File: src/rtl/serpent_round_engine.sv
// Iterative Serpent-128 encryption datapath: one round per clock over a
// bitsliced 4x32-bit state, subkeys fetched from the key schedule by index.
module serpent_round_engine #(
  parameter int unsigned NUM_ROUNDS = 32,
  parameter int unsigned SK_IDX_W   = 6
) (
  input  logic                i_clk,
  input  logic                i_rst,
  input  logic                i_valid,
  output logic                o_ready,
  input  logic [127:0]        i_pt,
  output logic [SK_IDX_W-1:0] o_sk_idx,
  input  logic [127:0]        i_subkey,
  input  logic                i_subkey_ready,
  output logic                o_valid,
  input  logic                i_ready,
  output logic [127:0]        o_ct
);

  localparam logic [SK_IDX_W-1:0] LastRound = SK_IDX_W'(NUM_ROUNDS - 1);
  localparam logic [SK_IDX_W-1:0] FinalIdx  = SK_IDX_W'(NUM_ROUNDS);

  // Nibble n of each entry holds S(n).
  localparam logic [63:0] SBOX_TAB [8] = '{
    64'hc907_24de_b56a_1f83,
    64'h43d6_8eb1_a509_72cf,
    64'h25b0_4e1d_fac3_9768,
    64'he57a_421d_369c_8bf0,
    64'hd7e9_a452_6b0c_38f1,
    64'h176d_8e30_c9a4_b25f,
    64'h0a3d_f19e_b648_5c27,
    64'h6539_ac47_b28e_0fd1
  };

  typedef enum logic [1:0] {StIdle, StRound, StFinal, StOut} state_e;

  state_e               state_q, state_d;
  logic [SK_IDX_W-1:0]  rnd_q, rnd_d;
  logic [3:0][31:0]     x_q, x_d;
  logic [127:0]         ct_q, ct_d;
  logic                 vld_q, vld_d;
  logic [3:0][31:0]     kx, keyed, subbed;

  function automatic logic [31:0] rotl(input logic [31:0] v, input int unsigned n);
    return (v << n) | (v >> (32 - n));
  endfunction

  // Bitsliced S-box: bit j of X3..X0 forms one nibble.
  function automatic logic [3:0][31:0] sbox_layer(input logic [3:0][31:0] x,
                                                  input logic [2:0] sel);
    logic [3:0][31:0] y;
    logic [63:0]      tab;
    logic [3:0]       nib;
    logic [3:0]       s;
    tab = SBOX_TAB[sel];
    y   = '0;
    for (int j = 0; j < 32; j++) begin
      nib     = {x[3][j], x[2][j], x[1][j], x[0][j]};
      s       = tab[{nib, 2'b00} +: 4];
      y[0][j] = s[0];
      y[1][j] = s[1];
      y[2][j] = s[2];
      y[3][j] = s[3];
    end
    return y;
  endfunction

  function automatic logic [3:0][31:0] lin_xform(input logic [3:0][31:0] x);
    logic [31:0] x0, x1, x2, x3;
    x0 = rotl(x[0], 13);
    x2 = rotl(x[2], 3);
    x1 = x[1] ^ x0 ^ x2;
    x3 = x[3] ^ x2 ^ (x0 << 3);
    x1 = rotl(x1, 1);
    x3 = rotl(x3, 7);
    x0 = x0 ^ x1 ^ x3;
    x2 = x2 ^ x3 ^ (x1 << 7);
    x0 = rotl(x0, 5);
    x2 = rotl(x2, 22);
    return {x3, x2, x1, x0};
  endfunction

  // Subkey words arrive MSW-first (K0 in [127:96]); state words are LSW-first.
  assign kx = {i_subkey[31:0], i_subkey[63:32], i_subkey[95:64], i_subkey[127:96]};

  // Next-state: accept, per-round update with stall, final whitening, output hold.
  always_comb begin
    state_d = state_q;
    rnd_d   = rnd_q;
    x_d     = x_q;
    ct_d    = ct_q;
    vld_d   = vld_q;
    keyed   = x_q ^ kx;
    subbed  = sbox_layer(keyed, rnd_q[2:0]);
    unique case (state_q)
      StIdle: begin
        if (i_valid) begin
          x_d     = i_pt;
          rnd_d   = '0;
          state_d = StRound;
        end
      end
      StRound: begin
        if (i_subkey_ready) begin
          if (rnd_q == LastRound) begin
            x_d     = subbed;
            state_d = StFinal;
          end else begin
            x_d   = lin_xform(subbed);
            rnd_d = rnd_q + 1'b1;
          end
        end
      end
      StFinal: begin
        if (i_subkey_ready) begin
          x_d     = keyed;
          ct_d    = keyed;
          state_d = StOut;
        end
      end
      StOut: begin
        // Ciphertext register settles first; valid is presented one cycle later.
        if (!vld_q) begin
          vld_d = 1'b1;
        end else if (i_ready) begin
          vld_d   = 1'b0;
          state_d = StIdle;
        end
      end
      default: state_d = StIdle;
    endcase
  end

  // State registers with asynchronous abort.
  always_ff @(posedge i_clk or posedge i_rst) begin
    if (i_rst) begin
      state_q <= StIdle;
      rnd_q   <= '0;
      x_q     <= '0;
      ct_q    <= '0;
      vld_q   <= 1'b0;
    end else begin
      state_q <= state_d;
      rnd_q   <= rnd_d;
      x_q     <= x_d;
      ct_q    <= ct_d;
      vld_q   <= vld_d;
    end
  end

  // Subkey index decoded from registered state only, so it cannot glitch.
  always_comb begin
    o_sk_idx = '0;
    if (state_q == StRound) begin
      o_sk_idx = rnd_q;
    end else if (state_q == StFinal) begin
      o_sk_idx = FinalIdx;
    end
  end

  assign o_ready = (state_q == StIdle);
  assign o_valid = vld_q;
  assign o_ct    = ct_q;

endmodule

File: config.mk
export PLATFORM = sky130hd
export DESIGN_NAME = serpent_round_engine
export DESIGN_NICKNAME = d
export VERILOG_FILES = /design/src/rtl/serpent_round_engine.sv
export SDC_FILE = /design/constraint.sdc
export NUM_CORES = 2
export LEC_CHECK = 0
export BUFFER_PORTS_ARGS = -buffer_cell sky130_fd_sc_hd__buf_2
export CORE_MARGIN = 5
export CORE_UTILIZATION = 35
export DETAILED_ROUTE_END_ITERATION = 16
export PLACE_DENSITY = 0.54
export SLEW_MARGIN = 40
export SYNTH_ARGS = -nofsm -noshare
export SYNTH_HDL_FRONTEND = slang
export SYNTH_SLANG_ARGS = --single-unit
File: constraint.sdc
create_clock -name i_clk -period 12.1 [get_ports i_clk]
set_input_delay 2.42 -clock i_clk [delete_from_list [all_inputs] [get_ports i_clk]]
set_output_delay 2.42 -clock i_clk [all_outputs]
set_load 0.02 [all_outputs]
# After elaboration in Yosys (flattened, before gate mapping)
# Memory sizes are Yosys's and may differ from the RTL's.
# Cells that the tools add are included.
[totals]
regBits = 265
rom_bits = 512
in_bits = 261
output_inout_bits = 136
memories = 1
[classes]
addsub = 1
order_cmp = 1
n_eq_ne = 11
shifts = 32
mux = 22
bitwise = 16
n_reduce_logical = 7
[memory_table]
columns = ["name", "depth", "width", "rd", "rd_ports_with_merged_regs", "wr", "line", "text"]
rows = [
  ["(name not given)", 8, 64, 1, 0, 0, "55", "tab = SBOX_TAB[sel];"],
]
[op_table]
columns = ["op", "n"]
rows = [
  ["indexed part select 64 x 7 -> 4 bit", 32],
  ["two-way mux 128 bit", 4],
  ["one-hot mux 128 bit (3 select lines)", 1],
  ["XOR 32 bit", 8],
  ["two-way mux 64 bit", 2],
  ["XOR 128 bit", 1],
  ["OR 32 x 1 -> 32 bit", 1],
  ["OR 32 x 13 -> 32 bit", 1],
  ["OR 32 x 22 -> 32 bit", 1],
  ["OR 32 x 3 -> 32 bit", 1],
  ["OR 32 x 5 -> 32 bit", 1],
  ["OR 32 x 7 -> 32 bit", 1],
  ["two-way mux 6 bit", 5],
  ["!= test 2 bit (second input constant)", 7],
  ["two-way mux 2 bit", 6],
  ["one-hot mux 6 bit (2 select lines)", 1],
  ["one-hot mux 2 bit (4 select lines)", 1],
  ["AND reduction 4 bit", 2],
  ["adder 6 x 1 -> 6 bit (second input constant)", 1],
  ["== test 6 x 5 -> 1 bit (second input constant)", 1],
  ["AND reduction 6 bit", 1],
  ["== test 2 bit (second input constant)", 2],
  ["greater-or-equal comparator 4 bit (second input constant)", 1],
  ["inverter 3 -> 4 bit", 1],
  ["other kinds (6)", 7],
]

# Depth between registers and ports, before layout
[logic_depth]
depth_word = 15
ltp_mapped = 21
mapped_depth_nobuf = 13

# Least setup slack after synthesis
# OpenSTA, ideal clock, no wires.
[synth_path]
path_kind = "input to register"
start = "input i_subkey[109]"
end = "register x_q[77] in the netlist's numbering"
t_arrival_ps = 5242
t_required_ps = 11966
slack_ps = 6724
stages = 9
path_buffers = 0
cell_sequence = "xor2_1 > mux4_2 > mux4_2 > xnor2_1 > xor2_1 > xnor3_1 > xnor2_1 > a2111oi_0 > nor3_1"
[synth_between]
elab_chain_len = 12
[synth_rtl]
columns = ["item", "line", "text"]
rows = [
  ["start, declared", "13", "input logic [127:0] i_subkey,"],
  ["XOR 128 bit (*)", "93", "keyed = x_q ^ kx;"],
  ["indexed part select 64 x 7 -> 4 bit (*)", "59", "s = tab[{nib, 2'b00} +: 4];"],
  ["OR 32 x 3 -> 32 bit", "45", "return (v << n) | (v >> (32 - n));"],
  ["XOR 32 bit (2 in series)", "73", "x3 = x[3] ^ x2 ^ (x0 << 3);"],
  ["OR 32 x 7 -> 32 bit", "45", ""],
  ["XOR 32 bit (2 in series)", "77", "x2 = x2 ^ x3 ^ (x1 << 7);"],
  ["OR 32 x 22 -> 32 bit", "45", ""],
  ["two-way mux 128 bit (*)", "105", "if (rnd_q == LastRound) begin"],
  ["two-way mux 128 bit (*)", "104", "if (i_subkey_ready) begin"],
  ["one-hot mux 128 bit (3 select lines) (*)", "95", "unique case (state_q)"],
  ["end signal, assigned", "139", "x_q <= '0;"],
  ["end signal, assigned", "145", "x_q <= x_d;"],
  ["end, declared", "39", "logic [3:0][31:0] x_q, x_d;"],
]
# Mark *: on every way between the ends. The rest lies on a longest branch, timed or not. The select of a mux whose other input is x is not followed.
# A chain may end at the register's enable or synchronous reset.

# Final worst setup path
[layout_path]
start = "register rnd_q[1]"
end = "register x_q[23] in the netlist's numbering"
[layout_between]
elab_chain_len = 15
elab_cells_between_ends = 27
classes_between = "1 x eq/ne; 8 x shift; 5 x mux; 12 x bitwise; 1 x memory"
[layout_rtl]
columns = ["item", "line", "text"]
rows = [
  ["start, declared", "38", "logic [SK_IDX_W-1:0] rnd_q, rnd_d;"],
  ["start signal, assigned", "144", "rnd_q <= rnd_d;"],
  ["inverter 3 -> 4 bit (not written as such)", "55", ""],
  ["memory (8 x 64 bit)", "-", ""],
  ["two-way mux 64 bit (not written as such) (2 in series)", "55", ""],
  ["indexed part select 64 x 7 -> 4 bit", "59", ""],
  ["OR 32 x 13 -> 32 bit", "45", ""],
  ["XOR 32 bit (2 in series)", "72", "x1 = x[1] ^ x0 ^ x2;"],
  ["OR 32 x 1 -> 32 bit", "45", ""],
  ["XOR 32 bit (2 in series)", "76", "x0 = x0 ^ x1 ^ x3;"],
  ["OR 32 x 5 -> 32 bit", "45", ""],
  ["two-way mux 128 bit (*)", "105", ""],
  ["two-way mux 128 bit (*)", "104", ""],
  ["one-hot mux 128 bit (3 select lines) (*)", "95", ""],
]
# Marks and branches as above.

==> flow_summary.ini <==
[flow_run]
drv_cap = 0

[synthesis]
ys_async_sr_fraction = 1.00
netlist_area_um2 = 36400
synth_top_family_by_area = multiplexers
synth_area_leader_cell = mux4_2
synth_edf_count = 0
yosys.area_share.simple = 0.134
synth_cells = 4216
ys_ff_latch = 265
synthFlopType = dfrtp_1
synth_compound_area_frac = 0.233
synthDistinctLibCells = 96
synth-xor-area-share = 0.139
synth_fa_ha_area_frac = 0.00688
syn_avg_cell_area_um2 = 8.62
yosysTopAreaCellShare = 0.220
ys_seq_area_frac = 0.182
yosysWarnings = 0
synth_nets = 4497
yosys-mux-area-fraction = 0.246
yosys-top-cells-area = mux4_2 22%, dfrtp_1 18%, xnor2_1 7.5%

[worst_setup_path]
required_ns = 12.65
critical_path_arrival_ns = 7.71
critPathKind = flip-flop to flip-flop
reg2reg_depth = 16
end_kind = flip-flop
worst_setup_path_start_kind = flip-flop
crit_start = rnd_q[1]$_DFFE_PP0P_
r2r_start = rnd_q[1]$_DFFE_PP0P_
crit_fanout = 34

[worst_hold_path]
min_from = o_ct[71]$_DFFE_PP0P_
min-delay-path-class = flip-flop to flip-flop
min_path_cells = 1

[timing]
hold_viol = 0
holdWs_ns = 0.501
clock.fmax_mhz = 140
slew_viol_final = 0
final.period_utilization = 0.592
slew_headroom = 0.333
setup_ws_ns = 4.94
rsz0062_at_grt = false
tightest_slew_ns = 0.997
period_minus_slack_ns = 7.16
skew_ns = 0.0394
tns_ns = 0
finalSetupViolCount = 0

[global_routing]
grtUsageTotal = 0.489
antenna_found_initial = 27
grt_pass1_wl_mm = 371
grt_max_degree = 126
grt_pass1_vias = 39400
grt-ovfl-total = 0

[layout]
multi_input_area_um2 = 29000
fill_cells = 10300
finish.net_count = 4821
drive_gt1_frac = 0.322
seq_area_um2 = 6640
final_cell_mix = 397 x buf_2, 371 x nor2_1, 369 x buf_4
fin_area_um2 = 43800
final_common_cell = buf_2
areaGrowthSynthToFinish_pct = 20.3

[detailed_routing]
drc_errors = 0
dr.pass1.iters = 10
dr.first_iter.drc_count = 8658
vias = 44400
drtAntennaViolNets = 0
vias_per_cell = 7.44
wl_per_cell_um = 47.5
drt-total-wl_mm = 284

[die]
die_area_um2 = 110000
rows = 118
ios = 397
core_um2 = 103000
fp.dieW_um = 332
die_h_um = 332
start_util = 0.352

[placement]
placed_cell_area_um2 = 42300
dp_worst_setup_slack_ns = 5.24
gp_congestion = 1.11
numPortBuffers = 396
dp_hpwl_mm = 207

[cts]
hold_buffers = 0
cts_post_setup_buffers_inserted = 0
tritoncts = built
clkLatencyLatePin_ns = 0.63
cts-root-buf = clkbuf_16
h-tree-depth = 2
numClockSinks = 265
clkSlewWorstSetupHoldPaths_ns = 0.06
cts_buffers = 36
clockBufferDepth = 3
cts_resized = 0

[status]
status = finished, final reports clean
## critical path, cell delays in order (launching register included)
cell and delay, ns:
dfrtp_4 0.59, clkinv_2 0.68, buf_4 0.58, ha_2 0.42
buf_4 0.46, clkinv_1 0.69, buf_4 0.42, mux4_2 0.45
mux4_2 0.47, and2_0 0.17, a311o_1 0.40, buf_4 0.26
xor2_1 0.27, xnor2_2 0.14, xnor2_2 0.57, o21ai_1 0.22
o21ai_1 0.17
## cell families (layout without fill, tap and decap cells)
logic type,after synthesis,in the layout
compound gates,1301,1301
flops,265,265
mux,444,444
other cells,0,27
xor+xnor,529,529
buf+inv,532,880
fa+ha+maj,20,20
simple gates,1125,1125
## through the flow
| step | cells | utilization |
|---|---|---|
| after floorplan | 4216 | - |
| after global placement | 5873 | 0.404 |
| after detailed placement | 5880 | 0.409 |
| after CTS | 5942 | 0.421 |
| after global routing | 5946 | 0.423 |
| final | 5971 | 0.423 |
## registers in the layout, summed over array words and instances, names as in the netlist
| signal | cells |
|---|---|
| o_valid | 1 |
| state_q | 2 |
| o_ct | 128 |
| x_q | 128 |
| rnd_q | 6 |
## final cells by class
class,instances,area share
antenna,27,0.00154
multi-input combinational,3419,0.663
sequential,265,0.152
timing repair buffer,779,0.113
tap,1380,0.0395
inverter,39,0.00366
clock buffer,48,0.0234
clock inverter,14,0.00397
## path summary, 6_finish.rpt
check	endpoint	slack, ns
hold reg to reg	o_ct[71]$_DFFE_PP0P_	0.50
max in group asynchronous	x_q[94]$_DFFE_PP0P_	9.09
min in group asynchronous	o_ct[112]$_DFFE_PP0P_	1.85
setup reg to reg	x_q[23]$_DFFE_PP0P_	4.94
hold / removal	o_ct[71]$_DFFE_PP0P_	0.50
setup / recovery	x_q[23]$_DFFE_PP0P_	4.94
## cells in the mapped netlist (all sizes together) (23+ instances only)
cell type	n
clkbuf	401
nor2	388
a21oi	370
mux4	355
nand2	351
o21ai	330
xnor2	320
dfrtp	265
xor2	184
nor3	172
nand3	105
o211ai	99
buf	92
a211oi	68
mux2i	58
o221ai	54
a221oi	51
a31oi	48
o22ai	44
inv	38
a311oi	32
mux2	31
or3	23
## layer usage
layer | global-route usage | wire, um | share of wire
met1 | 0.615 | 105000 | 0.37
met2 | 0.626 | 105000 | 0.37
met3 | 0.299 | 49600 | 0.17
met4 | 0.301 | 24200 | 0.085
met5 | 0.00255 | 474 | 0.0017
Power is left out: the tool's default activity adds up to more than one toggle a clock period on the data nets, which glitch-free logic cannot reach.
